## config.mk

```make
export PLATFORM = sky130hd
export DESIGN_NAME = mem_arbiter
export DESIGN_NICKNAME = d
export VERILOG_FILES = /design/src/rtl/mem_arbiter.sv
export SDC_FILE = /design/constraint.sdc
export NUM_CORES = 1
export LEC_CHECK = 0
export BUFFER_PORTS_ARGS = -buffer_cell sky130_fd_sc_hd__buf_4
export CAP_MARGIN = 25
export CORE_AREA = 2 2 107 109
export DETAILED_ROUTE_END_ITERATION = 16
export DIE_AREA = 0 0 109 111
export PLACE_DENSITY = 0.73
export SLEW_MARGIN = 20
export SYNTH_ARGS = -nofsm -noshare
export SYNTH_HDL_FRONTEND = slang
export SYNTH_SLANG_ARGS = --single-unit
```

## constraint.sdc

```tcl
create_clock -name clk_i -period 1.7 [get_ports clk_i]
set_input_delay 0.34 -clock clk_i [delete_from_list [all_inputs] [get_ports clk_i]]
set_output_delay 0.34 -clock clk_i [all_outputs]
set_load 0.01 [all_outputs]
```

## src/rtl/mem_arbiter.sv

```systemverilog
// Arbitrates fetch and data requesters onto a single shared memory port with
// round-robin priority, one outstanding transaction, and fetch-kill handling.
module mem_arbiter #(
  parameter int ADDR_W = 32,
  parameter int DATA_W = 32
) (
  input  logic                clk_i,
  input  logic                reset_i,
  input  logic                if_req_i,
  input  logic [ADDR_W-1:0]   if_addr_i,
  input  logic                if_kill_i,
  output logic                if_gnt_o,
  output logic                if_rvalid_o,
  output logic [DATA_W-1:0]   if_rdata_o,
  input  logic                d_req_i,
  input  logic                d_we_i,
  input  logic [DATA_W/8-1:0] d_be_i,
  input  logic [ADDR_W-1:0]   d_addr_i,
  input  logic [DATA_W-1:0]   d_wdata_i,
  output logic                d_gnt_o,
  output logic                d_rvalid_o,
  output logic [DATA_W-1:0]   d_rdata_o,
  output logic                mem_req_o,
  output logic                mem_we_o,
  output logic [DATA_W/8-1:0] mem_be_o,
  output logic [ADDR_W-1:0]   mem_addr_o,
  output logic [DATA_W-1:0]   mem_wdata_o,
  input  logic                mem_gnt_i,
  input  logic                mem_rvalid_i,
  input  logic [DATA_W-1:0]   mem_rdata_i,
  output logic                busy_o
);

  localparam int BE_W = DATA_W / 8;

  typedef enum logic [1:0] {IDLE, ISSUE, WAIT_RESP} state_e;
  typedef enum logic {OWN_IF, OWN_D} owner_e;

  state_e            state_q, state_d;
  owner_e            owner_q, owner_d;
  owner_e            last_q, last_d;
  logic              drop_q, drop_d;
  logic              we_q, we_d;
  logic [BE_W-1:0]   be_q, be_d;
  logic [ADDR_W-1:0] addr_q, addr_d;
  logic [DATA_W-1:0] wdata_q, wdata_d;

  logic fetch_ok;
  logic pick_data;
  logic kill_own;

  always_ff @(posedge clk_i or negedge reset_i) begin
    if (!reset_i) begin
      state_q <= IDLE;
      owner_q <= OWN_IF;
      last_q  <= OWN_D;
      drop_q  <= 1'b0;
      we_q    <= 1'b0;
      be_q    <= '0;
      addr_q  <= '0;
      wdata_q <= '0;
    end else begin
      state_q <= state_d;
      owner_q <= owner_d;
      last_q  <= last_d;
      drop_q  <= drop_d;
      we_q    <= we_d;
      be_q    <= be_d;
      addr_q  <= addr_d;
      wdata_q <= wdata_d;
    end
  end

  always_comb begin
    state_d     = state_q;
    owner_d     = owner_q;
    last_d      = last_q;
    drop_d      = drop_q;
    we_d        = we_q;
    be_d        = be_q;
    addr_d      = addr_q;
    wdata_d     = wdata_q;
    if_gnt_o    = 1'b0;
    if_rvalid_o = 1'b0;
    d_gnt_o     = 1'b0;
    d_rvalid_o  = 1'b0;
    mem_req_o   = 1'b0;
    // A killed fetch in IDLE is not a candidate, so data may win that cycle.
    fetch_ok    = if_req_i & ~if_kill_i;
    pick_data   = d_req_i & (~fetch_ok | (last_q == OWN_IF));
    kill_own    = (owner_q == OWN_IF) & if_kill_i;

    unique case (state_q)
      IDLE: begin
        drop_d = 1'b0;
        if (fetch_ok || d_req_i) begin
          state_d = ISSUE;
          if (pick_data) begin
            owner_d = OWN_D;
            we_d    = d_we_i;
            be_d    = d_be_i;
            addr_d  = d_addr_i;
            wdata_d = d_wdata_i;
          end else begin
            owner_d = OWN_IF;
            we_d    = 1'b0;
            be_d    = '1;
            addr_d  = if_addr_i;
            wdata_d = '0;
          end
        end
      end
      ISSUE: begin
        mem_req_o = 1'b1;
        if (kill_own && !mem_gnt_i) begin
          state_d = IDLE;
        end else if (mem_gnt_i) begin
          if (owner_q == OWN_D) d_gnt_o = 1'b1;
          else                  if_gnt_o = 1'b1;
          last_d  = owner_q;
          state_d = WAIT_RESP;
          if (kill_own) drop_d = 1'b1;
        end
      end
      WAIT_RESP: begin
        if (kill_own) drop_d = 1'b1;
        if (mem_rvalid_i) begin
          if (owner_q == OWN_D) d_rvalid_o = 1'b1;
          else                  if_rvalid_o = ~(drop_q | kill_own);
          drop_d  = 1'b0;
          state_d = IDLE;
        end
      end
      default: state_d = IDLE;
    endcase
  end

  assign mem_we_o    = we_q;
  assign mem_be_o    = be_q;
  assign mem_addr_o  = addr_q;
  assign mem_wdata_o = wdata_q;
  assign if_rdata_o  = mem_rdata_i;
  assign d_rdata_o   = mem_rdata_i;
  assign busy_o      = (state_q != IDLE);

endmodule

```

==> results.yml, run 1 <==
synth:
  ys_ff_latch: 74
  ys_seq_area_frac: 0.4605
  synth-simple-area-share: 0.06126
  synth.distinct_cells: 36
  synthFlopType: "dfrtp_1"
  async_flop_share: 1.000
  syn_area_mm2: 0.004024
  yosysWarningCount: 0
  synth-adder-area-share: 0.009328
  synth-xor-area-share: 0
  synth_mux_area_frac: 0.002488
  synth_top_family_by_area: "compound AO/OA/AOI/OAI gates"
  syn_inst: 374
  synth_edf_count: 0
  synth.avg_cell_area_um2: 10.76
  synth_compound_gate_area_share: 0.3004
  syn_nets: 517
power:
  clockPowerShare: 0.199
  p_seq_frac: 0.325
  power_density_mw_per_mm2: 1746
  p_comb_frac: 0.476
  internal_power_mw: 6.383
  netSwitchingFraction: 0.3364
  power.switching_mw: 3.236
  ir_drop_mv: 0.8279
  p_leak_nw: 2.594
timing:
  finalCriticalPeriod_ps: 1695
  finalHoldViolations: 0
  setup_viol: 0
  worstMarginPinSlew_ps: 467.7
  drv_slew: 0
  rsz0062_at_grt: "true"
  skew_ps: 9.227
  slew-limit-headroom: 0.6882
  timing.fmax_mhz: 590.1
  period_share: 0.9968
  fin_tns_setup_ps: 0
critical_path:
  timing.rr.end: "state_q[0]$_DFFE_PN0P_"
  rr_worst_depth: 5
  path_class: "reg -> out"
  required_ps: 1360
  critPathSlowestCell: "dfrtp_1"
  worst-r2r-setup-slack_ps: 130
  cp_data_arrival_time_ps: 1350
  critPathCaptureType: "output port"
  critPathLaunchType: "flop"
  crit_path_frequent_cell: "buf_4"
  cpPeakStageDelay_ps: 400
  path_cells: "buf_4 -> ha_4 -> and3_1 -> buf_4"
  critPathMaxFanout: 4
  reg2reg_from: "state_q[0]$_DFFE_PN0P_"
route:
  drt-initial-drc-count: 192
  drc: 0
  vias_per_cell: 5.230
  vias: 3321
  drtPass1Iterations: 4
  wl_um: 11970
  ant_nets: 0
  wire_per_inst_um: 18.84
hold_path:
  holdPathEnd: "mem_wdata_o[22]$_DFFE_PN0P_"
  min-delay-start: "d_wdata_i[22]"
  hold_class: "in -> reg"
  hold_path_depth: 2
floorplan:
  initial_core_util: 0.3633
  fp.dieW_um: 109
  fp.dieH_um: 111
  coreArea_mm2: 0.01108
  rows: 39
  dieArea_mm2: 0.01210
  io_pins: 279
final_layout:
  area_growth_syn_to_layout_pct: 36.91
  n_antenna_cell: 0
  fillCellCount: 1010
  drive_gt1_frac: 0.5102
  nets: 630
  final_util: 0.4973
  stdcell_area_mm2: 0.005509
grt:
  grt_pass1_vias: 3338
  grt_overflow: 0
  grt_use_total: 0.1942
  grt_start_max_net_pins: 61
  grt_pass1_wl_um: 17940
  antenna_found_initial: 0
place:
  place_congestion: 0.8285
  io_buffers: 182
  dpl_cell_area_mm2: 0.005104
  post-dp-hpwl_um: 8927
clock_network:
  cts_tree: "yes"
  htreeDepth: 3
  cts_max_path_buffers: 2
  root_buffer: "clkbuf_16"
  clkLatencyLatePin_ps: 330
  path_clk_slew_ps: 60
  numCtsBuffers: 9
  clock_sinks: 74
status:
  status: "completed"
job:
  maxCapViolCount: 0
## per-layer routing
| layer | GRT usage | vias up | share of wire |
|---|---|---|---|
| met4 | 0.08205 | 0 | 0.023 |
| met2 | 0.3139 | 179 | 0.48 |
| met3 | 0.06702 | 21 | 0.11 |
| li1 | - | 1551 | - |
| met1 | 0.2326 | 1570 | 0.39 |
| met5 | 0 | - | 0 |
## power by group through the flow
stage | clock network [mW] | logic (mW) | registers, mW
finish | 1.92 | 4.57 | 3.13
floorplan | 0 | 2.17 | 3.38
detailed placement | 0 | 4.47 | 3.11
global route | 2.06 | 4.91 | 3.23
CTS | 1.97 | 4.51 | 3.13
global placement | 0 | 4.35 | 3.13
## Yosys cell counts, drive strengths merged (3+ instances only)
master,number,area (um^2)
o221a,32,360.4
inv,4,15.02
nor3,3,26.28
a2bb2oi,33,289.0
dfrtp,73,1827
o22a,4,35.03
nand2,34,127.6
ha,3,37.54
clkbuf,12,45.04
a22o,33,289.0
o21ai,34,173.9
nor2b,4,25.02
buf,86,608.1
## repair_timing
| item | CTS | global route |
|---|---|---|
| pin swaps | 0 | 2 |
| gates cloned | 0 | 0 |
| buffers inserted | 1 | 3 |
| endpoints found under the setup margin | 4 | 4 |
| endpoints found under the hold margin | 33 | 0 |
| hold buffers | 1 | 0 |
| resized for setup | 7 | 6 |
## metrics by stage
step                hold WS [ps]  total power, mW  instances  worst slack (ps)
finish                     226.6            9.619        635             5.466
global route               213.7            10.20        635            -48.97
CTS                        213.5            9.616        632            -38.70
detailed placement         330.6            7.577        614             15.79
global placement           322.1            7.481        614             104.7
floorplan                  44.41            5.549        374             150.8
## critical path, delay by kind of cell, from the launching register on
| kind | cells | cell delay, ps |
|---|---|---|
| flip-flops | 1 | 400 |
| buffers and inverters | 2 | 290 |
| AND/OR/NAND/NOR | 1 | 170 |
| adder cells (fa/ha/maj) | 1 | 160 |
## kinds of logic (layout without fill, tap and decap cells)
logic type                 count (synthesis)  after routing
muxes                                      1              1
buffers and inverters                    102            220
AOI/OAI and AO/OA                        143            143
DFF                                       74             74
adders and majority gates                  3              3
and+or+nand+nor                           51             51
## final cells by class
class / instances / area [um^2] / share of cell area
well taps: 143 / 178.9 / 0.03248
multi-input cells: 198 / 1564 / 0.2839
clock buffers: 13 / 260.3 / 0.04724
inverters: 4 / 15.01 / 0.002725
clock inverters: 3 / 46.29 / 0.008403
flip-flops and latches: 74 / 1853 / 0.3364
repair buffers: 200 / 1592 / 0.2889
## state kept, by name (all words and copies together) (netlist names)
| signal | flops |
|---|---|
| mem_addr_o | 32 |
| last_q | 1 |
| mem_we_o | 1 |
| drop_q | 1 |
| mem_wdata_o | 32 |
| owner_q | 1 |
| mem_be_o | 4 |
| state_q | 2 |
## cells in the final DEF (no fill, tap or decap), drive strengths merged, types with 4 or more instances in the layout
cell type / netlist / layout
inv: 4 / 5
o21ai: 34 / 34
nor2b: 4 / 4
a2bb2oi: 33 / 33
o22a: 4 / 4
nand2: 34 / 34
clkbuf: 12 / 13
buf: 86 / 199
a22o: 33 / 33
dfrtp: 73 / 73
o221a: 32 / 32
## worst max-delay path by stage
stage                                 startpoint                 endpoint  slack (ps)  depth (start not counted)
final                     state_q[1]$_DFFE_PN0P_               d_rvalid_o           5                          4
after global routing      state_q[0]$_DFFE_PN0P_              if_rvalid_o         -50                          5
after CTS                 state_q[0]$_DFFE_PN0P_              if_rvalid_o         -40                          5
after detailed placement  state_q[1]$_DFFE_PN0P_  mem_be_o[3]$_DFFE_PN0P_          20                          5
after global placement    state_q[1]$_DFFE_PN0P_  mem_be_o[2]$_DFFE_PN0P_         100                          5
after floorplan           state_q[1]$_DFFE_PN0P_  mem_be_o[0]$_DFFE_PN0P_         150                          6
No activity file was read; power rests on OpenSTA's default activity.
==> run 2, diff against run 1 <==
- CELL_PAD_IN_SITES_DETAIL_PLACEMENT: not set -> 1
- CELL_PAD_IN_SITES_GLOBAL_PLACEMENT: not set -> 2
- CORE_AREA: 2 2 107 109 -> not set
- CORE_MARGIN: not set -> 2
- CORE_UTILIZATION: not set -> 23
- DIE_AREA: 0 0 109 111 -> not set
- MAX_ROUTING_LAYER: not set -> met4
- PLACE_DENSITY: 0.73 -> not set
- PLACE_DENSITY_LB_ADDON: not set -> 0.1
==> results.yml, run 2 (synthesized netlist as in run 1, its figures left out) <==
route:
  vias_per_cell: 4.698
  vias: 3397
  wl_um: 13450
  drtPass1Iterations: 4
  drt-initial-drc-count: 90
  wire_per_inst_um: 18.61
  drc: 0
  ant_nets: 0
critical_path:
  crit_buf_inv: 2
  critPathLaunchType: "flop"
  critPathCaptureType: "output port"
  critPathSlowestCell: "dfrtp_1"
  rr_worst_depth: 5
  reg2reg_from: "state_q[0]$_DFFE_PN0P_"
  path_class: "reg -> out"
  required_ps: 1360
  cp_data_arrival_time_ps: 1370
  critPathMaxFanout: 4
  timing.rr.end: "state_q[0]$_DFFE_PN0P_"
  worst-r2r-setup-slack_ps: 130
  crit_path_frequent_cell: "buf_4"
  path_cells: "buf_4 -> ha_4 -> and3_1 -> buf_4"
  critPathTopFamily: "flip-flops"
  cpPeakStageDelay_ps: 410
final_layout:
  nets: 635
  drive_gt1_frac: 0.5151
  final_util: 0.3304
  stdcell_area_mm2: 0.005675
  area_growth_syn_to_layout_pct: 41.04
  final_cell_mix: "196 x buf_4, 73 x dfrtp_1, 33 x a22o_1, 33 x a2bb2oi_1, 32 x nand2_1"
  stdcell_count: 723
  final_common_cell: "buf_4"
  fillCellCount: 1968
clock_network:
  path_clk_slew_ps: 60
  root_buffer: "clkbuf_16"
  numCtsBuffers: 9
  cts_max_path_buffers: 2
  clock_sinks: 74
  htreeDepth: 3
  cts_tree: "yes"
  clkLatencyLatePin_ps: 340
grt:
  grt_pass1_wl_um: 20630
  antenna_found_initial: 1
  grt_pass1_vias: 3710
  grt_overflow: 0
  grt_use_total: 0.1490
  grt_start_max_net_pins: 45
power:
  power_density_mw_per_mm2: 1750
  p_leak_nw: 2.635
  ir_drop_mv: 0.5746
  totalPowerFinal_mw: 9.934
hold_path:
  min-delay-start: "d_be_i[3]"
  holdPathEnd: "mem_be_o[3]$_DFFE_PN0P_"
  hold_path_depth: 2
  hold_class: "in -> reg"
timing:
  setup_ws_ps: -14.09
  worstMarginPinSlew_ps: 427.5
  timing.fmax_mhz: 583.4
  slew-limit-headroom: 0.7150
  finalHoldViolations: 0
  rsz0062_at_grt: "true"
  finalCriticalPeriod_ps: 1714
  skew_ps: 6.886
  setup_viol: 2
  drv_slew: 0
  fin_tns_setup_ps: -16.16
  period_share: 1.008
floorplan:
  initial_core_util: 0.2343
  fp.dieW_um: 136.3
  dieArea_mm2: 0.01857
  fp.dieH_um: 136.3
  rows: 48
  io_pins: 279
  coreArea_mm2: 0.01718
place:
  dpl_cell_area_mm2: 0.005234
  place_congestion: 0.7432
  dp.cells: 699
  post-dp-hpwl_um: 9490
  io_buffers: 182
status:
  violations: "negative setup slack"
  status: "finished, violations left"
job:
  maxCapViolCount: 0
==> run 2: changes by cell type in the layout (fill, tap and decap cells not counted), sizes merged <==
cell and delta:
clkinvlp -1, clkinv +2, buf +5, bufinv +2
diode +1, clkbuf -2, inv -1
==> run 2: metal layers <==
metal | part of all wire | track usage | routed length [um]
met2 | 0.48 | 0.2398 | 6440
met4 | 0.0077 | 0.03241 | 104
met1 | 0.43 | 0.1786 | 5813
met5 | 0 | - | 0
met3 | 0.081 | 0.05518 | 1093
==> run 2: per-stage QoR <==
| step | setup slack (ps) | hold WS [ps] |
|---|---|---|
| 2_1_floorplan | 150.8 | 44.41 |
| 3_3_place_gp | 94.15 | 274.9 |
| 3_5_place_dp | 68.21 | 278.8 |
| 4_1_cts | -40.10 | 199.6 |
| 5_1_grt | -87.38 | 201.5 |
| 6_report | -14.09 | 213.9 |
==> run 2: worst max-delay path by stage <==
stage                           start                      end  cells after the start
2_1_floorplan  state_q[1]$_DFFE_PN0P_  mem_be_o[0]$_DFFE_PN0P_                      6
3_3_place_gp   state_q[1]$_DFFE_PN0P_   state_q[0]$_DFFE_PN0P_                      5
3_5_place_dp   state_q[1]$_DFFE_PN0P_   state_q[0]$_DFFE_PN0P_                      5
4_1_cts        state_q[1]$_DFFE_PN0P_                   busy_o                      4
5_1_grt        state_q[1]$_DFFE_PN0P_                 if_gnt_o                      5
6_report       state_q[1]$_DFFE_PN0P_               d_rvalid_o                      4
==> run 2: timing repair <==
| item | in CTS | in global routing |
|---|---|---|
| hold buffers | 1 | 0 |
| pin swaps | 1 | 1 |
| buffers inserted | 3 | 3 |
| resized for setup | 8 | 4 |
| cloned | 0 | 0 |
| hold endpoints to repair | 21 | 0 |
| setup endpoints to repair | 5 | 7 |
==> run 2: worst reg2reg max path: cells and delay by family, from the launching register on <==
family                   cells  cell delay [ps]
adder cells (fa/ha/maj)      1              170
AND/OR/NAND/NOR              1              160
multiplexers                 1              260
flip-flops                   1              380
AO/OA/AOI/OAI                1              360
buffers and inverters        1              150
==> run 2: layout make-up <==
cell class | instances | area (um^2) | share of cell area
sequential | 74 | 1853 | 0.3265
tap | 225 | 281.5 | 0.04960
clock buffer | 11 | 232.7 | 0.04101
timing repair buffer | 205 | 1633 | 0.2877
clock inverter | 5 | 103.9 | 0.01830
inverter | 4 | 15.01 | 0.002646
multi-input combinational | 198 | 1554 | 0.2738
antenna | 1 | 2.502 | 0.0004409
==> run 2: report_power, final <==
part / switching [mW] / internal [mW] / leakage [nW]
clock network: 0.772 / 1.44 / 0.164
logic: 2.06 / 2.57 / 1.59
registers: 0.507 / 2.59 / 0.877
==> run 3, diff against run 2 <==
- GPL_TIMING_DRIVEN: not set -> 0
- PLACE_DENSITY_LB_ADDON: 0.1 -> 0.15
==> results.yml, run 3 (synthesized netlist as in run 1, its figures left out) <==
timing:
  slew-limit-headroom: 0.4994
  setup_ws_ps: -43.82
  finalCriticalPeriod_ps: 1744
  skew_ps: 3.484
  finalHoldViolations: 0
  drv_slew: 0
  worstMarginPinSlew_ps: 751.0
  setup_viol: 2
  period_share: 1.026
  whs_ps: 5.606
  rsz0062_at_grt: "true"
  fin_tns_setup_ps: -86.77
  timing.fmax_mhz: 573.5
final_layout:
  final_cell_mix: "320 x buf_4, 73 x dfrtp_1, 33 x nand2_1, 33 x a22o_1, 33 x a2bb2oi_1"
  final_util: 0.3899
  stdcell_area_mm2: 0.006696
  n_antenna_cell: 0
  nets: 787
  drive_gt1_frac: 0.6133
  area_growth_syn_to_layout_pct: 66.42
  final_common_cell: "buf_4"
  fillCellCount: 1969
route:
  vias: 3975
  drc: 0
  wl_met2_um: 7600
  wire_per_inst_um: 17.14
  drtPass1Iterations: 4
  ant_nets: 0
  vias_per_cell: 4.548
  drt-initial-drc-count: 105
  met3WireLength_um: 1012
  wl_met1_um: 6188
  wl_um: 14980
  routed.top_layer: "met4"
place:
  dpl_cell_area_mm2: 0.006152
  io_buffers: 246
  place_congestion: 0.6873
  post-dp-hpwl_um: 11200
  preCtsSetupSlack_ps: -211.9
critical_path:
  cpPeakStageDelay_ps: 390
  required_ps: 1360
  cp_data_arrival_time_ps: 1400
  path_cells: "buf_4 -> ha_4 -> and3_1 -> buf_4"
  crit_buf_inv: 2
  critPathSlowestCell: "dfrtp_1"
  critPathCaptureType: "output port"
  path_class: "reg -> out"
  critPathLaunchType: "flop"
  crit_path_frequent_cell: "buf_4"
  critPathTopFamily: "flip-flops"
  critPathMaxFanout: 7
grt:
  grt_start_max_net_pins: 75
  antenna_found_initial: 0
  grt_pass1_vias: 4157
  grt_pass1_wl_um: 22140
  grt_use_total: 0.1587
  grt_overflow: 0
clock_network:
  htreeDepth: 3
  ctsHoldBuffers: 0
  root_buffer: "clkbuf_16"
  clock_sinks: 74
  path_clk_slew_ps: 60
  cts_max_path_buffers: 2
  cts_tree: "yes"
  numCtsBuffers: 9
  clkLatencyLatePin_ps: 330
floorplan:
  io_pins: 279
  coreArea_mm2: 0.01718
  fp.dieH_um: 136.3
  rows: 48
  dieArea_mm2: 0.01857
  initial_core_util: 0.2343
  fp.dieW_um: 136.3
power:
  p_leak_nw: 3.319
  power_density_mw_per_mm2: 1535
  ir_drop_mv: 0.5777
status:
  status: "finished, violations left"
  violations: "negative setup slack"
job:
  maxCapViolCount: 0
hold_path:
  hold_class: "in -> async"
run 3: cell count changes in the layout (fill, tap and decap cells not counted), moves of 2 or more:
| cell | before | now |
|---|---|---|
| buf_12 | 7 | 2 |
| buf_4 | 196 | 320 |
| clkbuf_1 | 2 | 9 |
| nand2_2 | 2 | 0 |
| clkbuf_2 | 0 | 4 |
| buf_2 | 0 | 10 |
| buf_6 | 1 | 12 |
run 3: area by class of cell:
type                       instances  area [um^2]  area share
multi-input combinational        198         1538      0.2296
clock buffer                      11        242.7     0.03625
tap                              225        281.5     0.04204
clock inverter                     5        77.57     0.01158
sequential                        74         1853      0.2767
inverter                           4        22.52    0.003363
buffer                            98        713.2      0.1065
timing repair buffer             259         1968      0.2939
run 3: worst paths after layout:
kind	startpoint	end	slack, ps	depth (start not counted)
setup / recovery	state_q[0]$_DFFE_PN0P_	d_gnt_o	-40	4
hold / removal	reset_i	mem_addr_o[15]$_DFFE_PN0P_	6	1
min in group clk_i	d_be_i[0]	mem_be_o[0]$_DFFE_PN0P_	220	2
hold reg to reg	mem_wdata_o[31]$_DFFE_PN0P_	mem_wdata_o[31]$_DFFE_PN0P_	510	1
setup reg to reg	state_q[1]$_DFFE_PN0P_	mem_wdata_o[25]$_DFFE_PN0P_	90	7
max in group asynchronous	reset_i	mem_addr_o[12]$_DFFE_PN0P_	1130	1
run 3: repair_timing:
item / in CTS / in global routing
setup endpoints to repair: 69 / 64
buffers inserted: 5 / 6
gates cloned: 0 / 2
resized for setup: 21 / 18
pin swaps: 1 / 1
run 3: through the flow:
stage / power [mW] / instances
floorplan: 5.549 / 374
global placement: 7.720 / 845
detailed placement: 7.827 / 845
CTS: 10.21 / 866
global route: 10.94 / 874
finish: 10.28 / 874
run 3: routing by layer:
metal,GRT usage,vias up
met4,0.05382,0
met3,0.03393,9
met2,0.2647,158
li1,-,1870
met1,0.1902,1938
met5,-,-
run 3: power by group:
part / internal (mW) / total [mW] / switching [mW]
clock network: 1.32 / 2.07 / 0.750
logic: 2.90 / 5.11 / 2.21
registers: 2.59 / 3.10 / 0.508
total: 6.82 / 10.3 / 3.46
run 3: worst reg2reg max path, delay by kind of cell (launching register included):
kind,cells,cell delay (ps)
flip-flops,1,410
AO/OA/AOI/OAI,2,360
buffers and inverters,4,560
adder cells (fa/ha/maj),1,180
